<file path="src/rtl/wormhole_out_ctrl_if.sv">
// Handshake bundle between one wormhole output controller and its surroundings:
// upstream input ports, the 4-way matrix arbiter and the downstream link.
// master: the environment side (inputs, arbiter result, returned credits).
// slave:  the output controller itself.
interface wormhole_out_ctrl_if #(
   parameter int unsigned FLIT_W = 34
);
   logic [3:0]          in_valid;
   logic [4*FLIT_W-1:0] in_flit;
   logic [3:0]          in_ready;
   logic [3:0]          arb_req;
   logic [3:0]          arb_gnt;
   logic                out_valid;
   logic [FLIT_W-1:0]   out_flit;
   logic                credit_in;
   logic                err;

   modport master (
      output in_valid, in_flit, arb_gnt, credit_in,
      input  in_ready, arb_req, out_valid, out_flit, err
   );

   modport slave (
      input  in_valid, in_flit, arb_gnt, credit_in,
      output in_ready, arb_req, out_valid, out_flit, err
   );
endinterface

</file>
<file path="src/rtl/wormhole_out_ctrl.sv">
// Per-output-port wormhole controller: gathers head-flit requests for the arbiter,
// locks the output to the granted input until its tail passes, meters flits against
// downstream credits and registers the outgoing flit.
// Optional sticky protocol error detection is built when WORMHOLE_ERR_CHECK_EN is defined.
module wormhole_out_ctrl #(
   parameter int unsigned FLIT_W     = 34,
   parameter int unsigned CREDIT_MAX = 4,
   parameter int unsigned CNT_W      = 3
) (
   input logic               clk,
   input logic               rst_n,
   wormhole_out_ctrl_if.slave bus
);

   localparam logic [CNT_W-1:0] CreditMax = CNT_W'(CREDIT_MAX);
   localparam logic [CNT_W-1:0] CntOne    = CNT_W'(1);

   typedef enum logic [0:0] {StIdle, StLocked} state_e;

   state_e             state_q;
   logic [1:0]         owner_q;
   logic [CNT_W-1:0]   credits_q;
   logic               out_valid_q;
   logic [FLIT_W-1:0]  out_flit_q;

   logic [FLIT_W-1:0]  flit  [4];
   logic [1:0]         ftype [4];
   logic               credit_ok;
   logic               gnt_onehot;
   logic               gnt_ok;
   logic [3:0]         req;
   logic [3:0]         ready;
   logic [1:0]         sel;
   logic               xfer;
   logic [FLIT_W-1:0]  sel_flit;
   logic [1:0]         sel_type;

   // Split the packed input bus into per-port flits and their type fields.
   always_comb begin
      for (int i = 0; i < 4; i++) begin
         flit[i]  = bus.in_flit[i*FLIT_W +: FLIT_W];
         ftype[i] = flit[i][FLIT_W-1 -: 2];
      end
   end

   // Arbiter requests, grant qualification, ready generation and source select.
   always_comb begin
      credit_ok  = (credits_q != '0);
      gnt_onehot = (bus.arb_gnt != 4'b0000) && ((bus.arb_gnt & (bus.arb_gnt - 4'd1)) == 4'b0000);
      req        = 4'b0000;
      ready      = 4'b0000;
      gnt_ok     = 1'b0;
      sel        = owner_q;
      if (state_q == StIdle) begin
         for (int i = 0; i < 4; i++) begin
            req[i] = bus.in_valid[i] & ftype[i][0] & credit_ok;
         end
         // A malformed or unrequested grant is dropped rather than trusted.
         gnt_ok = gnt_onehot && ((bus.arb_gnt & ~req) == 4'b0000);
         if (gnt_ok) begin
            ready = bus.arb_gnt;
         end
         case (bus.arb_gnt)
            4'b0010: sel = 2'd1;
            4'b0100: sel = 2'd2;
            4'b1000: sel = 2'd3;
            default: sel = 2'd0;
         endcase
      end else begin
         ready[owner_q] = credit_ok;
      end
      xfer     = |(bus.in_valid & ready);
      sel_flit = flit[sel];
      sel_type = ftype[sel];
   end

   assign bus.arb_req   = req;
   assign bus.in_ready  = ready;
   assign bus.out_valid = out_valid_q;
   assign bus.out_flit  = out_flit_q;

   // Lock FSM, credit counter and registered output stage.
   always_ff @(posedge clk or negedge rst_n) begin
      if (!rst_n) begin
         state_q     <= StIdle;
         owner_q     <= 2'd0;
         credits_q   <= CreditMax;
         out_valid_q <= 1'b0;
         out_flit_q  <= '0;
      end else begin
         out_valid_q <= xfer;
         if (xfer) begin
            out_flit_q <= sel_flit;
         end
         // Simultaneous consume and return cancel out; returns saturate at the ceiling.
         if (xfer && !bus.credit_in) begin
            credits_q <= credits_q - CntOne;
         end else if (!xfer && bus.credit_in && (credits_q != CreditMax)) begin
            credits_q <= credits_q + CntOne;
         end
         unique case (state_q)
            StIdle: begin
               // Head+tail is a whole packet, so only a plain head takes the lock.
               if (xfer && (sel_type == 2'b01)) begin
                  state_q <= StLocked;
                  owner_q <= sel;
               end
            end
            StLocked: begin
               if (xfer && (sel_type == 2'b10)) begin
                  state_q <= StIdle;
               end
            end
         endcase
      end
   end

`ifdef WORMHOLE_ERR_CHECK_EN
   logic err_q;
   logic overflow;
   logic nested_head;

   assign overflow    = bus.credit_in && !xfer && (credits_q == CreditMax);
   assign nested_head = (state_q == StLocked) && bus.in_valid[owner_q] && ftype[owner_q][0];

   // Sticky error flag, cleared only by reset.
   always_ff @(posedge clk or negedge rst_n) begin
      if (!rst_n) begin
         err_q <= 1'b0;
      end else begin
         err_q <= err_q | overflow | nested_head;
      end
   end

   assign bus.err = err_q;
`else
   assign bus.err = 1'b0;
`endif

endmodule

</file>
<file path="src/flat_wrapper.sv">
// flat-port wrapper written by rule: the top's interface ports become plain ports
module wormhole_out_ctrl_flat 
#(
   parameter int unsigned FLIT_W     = 34,
   parameter int unsigned CREDIT_MAX = 4,
   parameter int unsigned CNT_W      = 3
)
  (clk, rst_n, bus_in_valid, bus_in_flit, bus_arb_gnt, bus_credit_in, bus_in_ready, bus_arb_req, bus_out_valid, bus_out_flit, bus_err);
  wormhole_out_ctrl_if #(.FLIT_W(FLIT_W)) bus_i ();
  input logic clk;
  input logic rst_n;
  input wire logic [$bits(bus_i.in_valid)-1:0] bus_in_valid;
  input wire logic [$bits(bus_i.in_flit)-1:0] bus_in_flit;
  input wire logic [$bits(bus_i.arb_gnt)-1:0] bus_arb_gnt;
  input wire logic [$bits(bus_i.credit_in)-1:0] bus_credit_in;
  output wire logic [$bits(bus_i.in_ready)-1:0] bus_in_ready;
  output wire logic [$bits(bus_i.arb_req)-1:0] bus_arb_req;
  output wire logic [$bits(bus_i.out_valid)-1:0] bus_out_valid;
  output wire logic [$bits(bus_i.out_flit)-1:0] bus_out_flit;
  output wire logic [$bits(bus_i.err)-1:0] bus_err;
  assign bus_i.in_valid = bus_in_valid;
  assign bus_i.in_flit = bus_in_flit;
  assign bus_i.arb_gnt = bus_arb_gnt;
  assign bus_i.credit_in = bus_credit_in;
  assign bus_in_ready = bus_i.in_ready;
  assign bus_arb_req = bus_i.arb_req;
  assign bus_out_valid = bus_i.out_valid;
  assign bus_out_flit = bus_i.out_flit;
  assign bus_err = bus_i.err;
  wormhole_out_ctrl #(.FLIT_W(FLIT_W), .CREDIT_MAX(CREDIT_MAX), .CNT_W(CNT_W)) u_core (.clk(clk), .rst_n(rst_n), .bus(bus_i));
endmodule
</file>
<file path="config.mk">
export PLATFORM = sky130hd
export DESIGN_NAME = wormhole_out_ctrl_flat
export DESIGN_NICKNAME = d
export VERILOG_FILES = /design/src/rtl/wormhole_out_ctrl_if.sv /design/src/rtl/wormhole_out_ctrl.sv /design/src/flat_wrapper.sv
export SDC_FILE = /design/constraint.sdc
export NUM_CORES = 1
export LEC_CHECK = 0
export ABC_AREA = 0
export BUFFER_PORTS_ARGS = -buffer_cell sky130_fd_sc_hd__buf_2
export CAP_MARGIN = 10
export CORE_ASPECT_RATIO = 0.9
export CORE_MARGIN = 4
export CORE_UTILIZATION = 44
export DETAILED_ROUTE_END_ITERATION = 8
export HOLD_SLACK_MARGIN = 0.02
export PLACE_DENSITY_LB_ADDON = 0.05
export SETUP_SLACK_MARGIN = 0.3
export SKIP_LAST_GASP = 1
export SLEW_MARGIN = 20
export SYNTH_ARGS = -nofsm -noshare
export SYNTH_HDL_FRONTEND = slang
export SYNTH_SLANG_ARGS = --single-unit
export TNS_END_PERCENT = 10
</file>
<file path="constraint.sdc">
create_clock -name clk -period 3.7 [get_ports clk]
set_clock_uncertainty 0.05 [all_clocks]
set_input_delay 0.185 -clock clk [delete_from_list [all_inputs] [get_ports clk]]
set_output_delay 0.185 -clock clk [all_outputs]
set_load 0.01 [all_outputs]
</file>
=== Word-level counts from Yosys, hierarchy flattened ===
Cells that the tools add are included.

* $add $sub $neg: 3
* Bitwise logic cells: 15
* Order comparisons: 3
* Multipliers: 0
* Divide/modulo/power cells: 0
* Reduce and logical (&&, ||, !) cells: 17
* Eq/ne operators: 6
* Muxes and demuxes: 18
* Shift operators: 0

{| class="wikitable"
|+ Operator list
! operator !! count
|-
| $bmux W34 S2 || 1
|-
| $mux W34 || 2
|-
| $and A4 B4 Y4 || 4
|-
| $mux W4 || 3
|-
| $and A1 B1 Y1 || 8
|-
| $logic_and A1 B1 Y1 || 8
|-
| $logic_not A4 Y1 || 2
|-
| $mux W2 || 3
|-
| $mux W3 || 2
|-
| $pmux W2 S3 || 1
|-
| $bmux W2 S2 || 1
|-
| $eq A4 B2 Y1 const B || 1
|-
| $eq A4 B3 Y1 const B || 1
|-
| $eq A4 B4 Y1 const B || 1
|-
| $not A4 Y4 || 1
|-
| $reduce_bool A4 Y1 || 1
|-
| $reduce_or A4 Y1 || 1
|-
| $sub A4 B1 Y4 const B || 1
|-
| $add A3 B1 Y3 const B || 1
|-
| $ge A3 B3 Y1 const B || 1
|-
| $lt A2 B3 Y1 const B || 1
|-
| $mux W1 || 3
|-
| $ne A3 B3 Y1 const B || 1
|-
| $not A2 Y3 || 1
|-
| 11 further kinds || 12
|}

* RAM bits: 0
* Output and inout bits: 44
* Register bits: 41
* Bits in read-only memories: 0
* Memories kept: 0
* Logic and storage cells: 67
* Bits in latches: 0

=== Logic depth before layout (Yosys ltp) ===
* Word-level depth: 15
* Depth in mapped cells: 12
* Gate-level depth less buffers: 10

=== Least setup slack after synthesis ===
OpenSTA, ideal clock, no wires.

* Path kind: register to register
* Start point: reg u_core.state_q
* End point: reg u_core.credits_q[2]
* Path slack: 0.857 ns
* Required time: 3.569 ns
* Arrival time: 2.712 ns
* Library setup time: 0.081 ns
* Cell stages (with the launch flop): 13
* Buffers on the path: 2
* Clock period less this slack: 2.843 ns
* Cell sequence: dfrtp_1 -> buf_2 -> or4_1 -> nor4b_2 -> o21bai_1 -> a221oi_4 -> inv_4 -> buf_6 -> nand2_1 -> fa_1 -> nand2b_1 -> or2_0 -> o221a_1

* Longest elaborated chain between the ends: 7
* Elaborated cells between the ends (all ways): 9

{| class="wikitable"
|+ RTL lines
! item !! line !! source
|-
| from (decl) || wormhole_out_ctrl.sv:20 || <nowiki>state_e state_q;</nowiki>
|-
| from (signal assigned) || wormhole_out_ctrl.sv:85 || <nowiki>state_q <= StIdle;</nowiki>
|-
| from (signal assigned) || wormhole_out_ctrl.sv:105 || <nowiki>state_q <= StLocked;</nowiki>
|-
| from (signal assigned) || wormhole_out_ctrl.sv:111 || <nowiki>state_q <= StIdle;</nowiki>
|-
| $mux W4 * || wormhole_out_ctrl.sv:54 || <nowiki>if (state_q == StIdle) begin</nowiki>
|-
| $and A4 B4 Y4 * || wormhole_out_ctrl.sv:72 || <nowiki>xfer = |(bus.in_valid & ready);</nowiki>
|-
| $reduce_or A4 Y1 * || wormhole_out_ctrl.sv:72 ||
|-
| via u_core.xfer || wormhole_out_ctrl.sv:34 || <nowiki>logic xfer;</nowiki>
|-
| $logic_not A1 Y1 || wormhole_out_ctrl.sv:98 || <nowiki>end else if (!xfer && bus.credit_in && (credits_q != CreditMax)) begin</nowiki>
|-
| $logic_and A1 B1 Y1 (2 in series) || wormhole_out_ctrl.sv:98 ||
|-
| $reduce_bool A2 Y1 (no source line) || n/a ||
|-
| to (signal assigned) || wormhole_out_ctrl.sv:87 || <nowiki>credits_q <= CreditMax;</nowiki>
|-
| to (signal assigned) || wormhole_out_ctrl.sv:97 || <nowiki>credits_q <= credits_q - CntOne;</nowiki>
|-
| to (signal assigned) || wormhole_out_ctrl.sv:99 || <nowiki>credits_q <= credits_q + CntOne;</nowiki>
|-
| to (decl) || wormhole_out_ctrl.sv:22 || <nowiki>logic [CNT_W-1:0] credits_q;</nowiki>
|}

The timed path passes the listed nets; every way through them passes the cells marked *.
A chain may end at the register's enable or synchronous reset.

=== Final worst setup path ===
* Start point: reg u_core.state_q
* End point: reg u_core.credits_q[2]

* Longest elaborated chain between the ends: 7
* Elaborated cells between the ends (all ways): 9

{| class="wikitable"
|+ RTL lines
! item !! line
|-
| $mux W4 * || wormhole_out_ctrl.sv:54
|-
| $and A4 B4 Y4 * || wormhole_out_ctrl.sv:72
|-
| $reduce_or A4 Y1 * || wormhole_out_ctrl.sv:72
|-
| $logic_not A1 Y1 || wormhole_out_ctrl.sv:98
|-
| $logic_and A1 B1 Y1 (2 in series) || wormhole_out_ctrl.sv:98
|-
| $reduce_bool A2 Y1 (no source line) || n/a
|}

Every way passes the cells marked *; elsewhere a longest branch is shown, timed or not.

==> impl_metrics.tcl <==
set metrics [dict create \
    status "finished, final reports clean" \
    dpl_worst_slack_ps 772 \
    critPathArrivalTime_ps 3100 \
    cp-start-kind "flip-flop" \
    tightest_slew_ps 894 \
    synthXorXnorAreaFrac 0.00841 \
    reg2reg_slack_ps 770 \
    insertion_delay_ps 280 \
    routedWlPerCell_um 14.4 \
    seq_area_frac_synth 0.329 \
    synth_top_family_by_area "simple AND/OR/NAND/NOR gates" \
    hold_viol 0 \
    fin_cells 613 \
    htree_levels 2 \
    io_buffer_count 189 \
    num_antenna_cells 0 \
    dp_hpwl_mm 6.98 \
    dr.first_iter.drc_count 111 \
    fin_crit_ps 2930 \
    synth_edf_count 0 \
    leakagePower_nw 2.04 \
    gr-usage-all-layers 0.204 \
    worst_path_max_delay_cell "dfrtp_1" \
    dp.cells 604 \
    cts_root_buf "clkbuf_8" \
    fin_ws_ps 771 \
    fin_crit_sh 0.792 \
    antenna_found_initial 0 \
    crit_chain "or4_1 -> nor4b_2 -> o21bai_1 -> a221oi_4 -> inv_4 -> nand2_1 -> fa_1 -> nand2b_1 -> or2_0 -> o221a_1" \
    synthSimpleGateAreaFrac 0.213 \
    min_path_type "primary input to flip-flop" \
    synth.mux.area_fraction 0.175 \
    gp_congestion 0.901 \
    critPathMaxStageDelay_ps 590 \
    ant_nets 0 \
    cts_buffers 5 \
    drtPass1Iterations 4 \
    worstSetupEndpointType "flip-flop" \
    fmax_ghz 0.341 \
    cts_tree "done" \
    die_w_um 96.8 \
    cts_setup_buffers 0 \
    drive_gt1_frac 0.442 \
    yosysTopAreaCellShare 0.321 \
    slew_headroom 0.404 \
    syn_avg_cell_area_sq_um 8.95 \
    critPathMaxFanout 19 \
    die_area_sq_mm 0.00851 \
    syn_inst 349 \
    ys_async_sr_fraction 1.00 \
    stdcell_area_sq_mm 0.00414 \
    post_synth_fa_ha_maj_area_fraction 0.00641 \
    syn_area_sq_mm 0.00312 \
    rsz0062_at_grt "no" \
    io_pins 191 \
    synth_cell_types 49 \
    fin_nets 670 \
    synth_compound_area_frac 0.199 \
    grt_max_degree 67 \
    drt-vias-per-instance 5.23 \
    yosysTopAreaCell "dfrtp_1" \
    yosys-top-cells-area "dfrtp_1 (32%), nand2_1 (9.3%), a211oi_1 (7.9%), mux2_2 (7.2%), a31oi_1 (6.4%)" \
    critPathKind "flip-flop to flip-flop" \
    grt_pass1_wl_mm 14.2 \
    area_growth_pct 32.7 \
    cts.sinks 41 \
    core_sq_mm 0.00673 \
    initial_core_util 0.464 \
    grt_pass1_vias 3101 \
    rows 28 \
    tns_ps 0 \
    synthFlopType "dfrtp_1" \
    ir_drop_mv 0.203 \
    clkSlewWorstSetupHoldPaths_ps 70 \
    p_per_area_mw_per_mm2 494 \
    drt_wl_total_mm 8.84 \
    placed_cell_area_sq_mm 0.00405 \
    yosys_warnings 0 \
    synth_fp_nets 497 \
    routed-via-count 3204 \
    whs_ps 234 \
    die_h_um 87.9 \
    cp.required_ps 3870 \
    slew_violations 0 \
    clockBufferDepth 2 \
    grt_overflow 0 \
    ys_seq_elements 41 \
    setup_viol 0 \
    max_cap_viol_count 0 \
    drc 0 \
]
## area by class of cell
class	count	area (sq um)
Sequential cell	41	1030
Fill cell	640	2580
Clock inverter	1	8.76
Multi-Input combinational cell	272	1900
Inverter	7	28.8
Tap cell	90	113
Timing Repair Buffer	195	993
Clock buffer	7	76.3
## repair_timing
item | CTS | global route
gates resized for setup | 0 | 0
hold buffers | 1 | 0
hold endpoints to repair | 34 | 0
## placed cells by master (no fill, tap or decap), types with 2 or more instances in the layout
| master | count |
|---|---|
| a21o_1 | 2 |
| buf_4 | 5 |
| nand4_1 | 2 |
| dfrtp_1 | 40 |
| mux2_1 | 16 |
| buf_2 | 189 |
| o22ai_1 | 2 |
| mux2i_1 | 9 |
| o21ai_0 | 3 |
| a31oi_1 | 32 |
| nand2b_1 | 3 |
| clkbuf_1 | 2 |
| a21oi_1 | 5 |
| mux2_2 | 20 |
| nor2_1 | 3 |
| inv_1 | 6 |
| clkbuf_8 | 5 |
| xnor2_1 | 2 |
| mux2_4 | 2 |
| nor2b_1 | 31 |
| nand2_1 | 77 |
| a211oi_1 | 33 |
| nor3b_1 | 2 |
| nor3_1 | 4 |
| o32ai_1 | 2 |
## final timing paths
| path | from | endpoint | depth (start not counted) |
|---|---|---|---|
| setup / recovery | u_core.state_q | u_core.credits_q[2] | 10 |
| hold / removal | bus_credit_in | u_core.credits_q[0] | 3 |
| setup reg to reg | u_core.state_q | u_core.credits_q[2] | 10 |
| hold reg to reg | u_core.bus.out_flit[2] | u_core.bus.out_flit[2] | 1 |
| max in group asynchronous | rst_n | u_core.owner_q[0] | 2 |
| min in group asynchronous | rst_n | u_core.bus.out_flit[6] | 2 |
## Yosys cell counts (4+ instances only)
cell type and count:
nand2_1 77, dfrtp_1 40, a211oi_1 33, a31oi_1 32
nor2b_1 31, mux2_2 20, mux2_1 16, clkbuf_1 14
mux2i_1 9, buf_6 8, inv_1 6, a21oi_1 5
buf_2 5, nor3_1 4
## where the power goes
part / total [mW] / internal [mW] / switching (mW)
combinational: 0.956 / 0.473 / 0.484
sequential: 0.812 / 0.666 / 0.147
clock: 0.279 / 0.135 / 0.144
total: 2.05 / 1.27 / 0.775
## per-layer routing
| metal | vias up | GRT usage | share of wire |
|---|---|---|---|
| li1 | 1606 | - | - |
| met1 | 1445 | 0.229 | 0.40 |
| met2 | 139 | 0.360 | 0.48 |
| met3 | 14 | 0.0812 | 0.099 |
| met4 | 0 | 0.0638 | 0.020 |
| met5 | - | 0 | 0 |
## through the flow
| step | power, mW | util |
|---|---|---|
| detailed placement | 1.79 | 0.602 |
| floorplan | 1.39 | - |
| global route | 2.22 | 0.616 |
| global placement | 1.77 | 0.602 |
| finish | 2.05 | 0.616 |
| CTS | 2.08 | 0.616 |
## critical path, delay by kind of cell (launching register included)
family / cells / cell delay [ps]
AOI/OAI and AO/OA: 3 / 560
DFF: 1 / 590
adders and majority gates: 1 / 400
buffers and inverters: 1 / 70
and+or+nand+nor: 5 / 1190
## registers in the layout (all words and copies together) (netlist names)
name	cells
u_core.state_q	1
u_core.bus.out_flit	34
u_core.credits_q	3
u_core.owner_q	2
u_core.bus.out_valid	1
## kinds of logic (layout without fill, tap and decap cells)
group | count (synthesis) | in the layout
flops | 41 | 41
xor+xnor | 3 | 3
other cells | 1 | 1
buf+inv | 36 | 210
compound gates | 87 | 87
simple gates | 132 | 132
fa+ha+maj | 1 | 1
mux | 48 | 48
(Power assumes the default switching activity.)
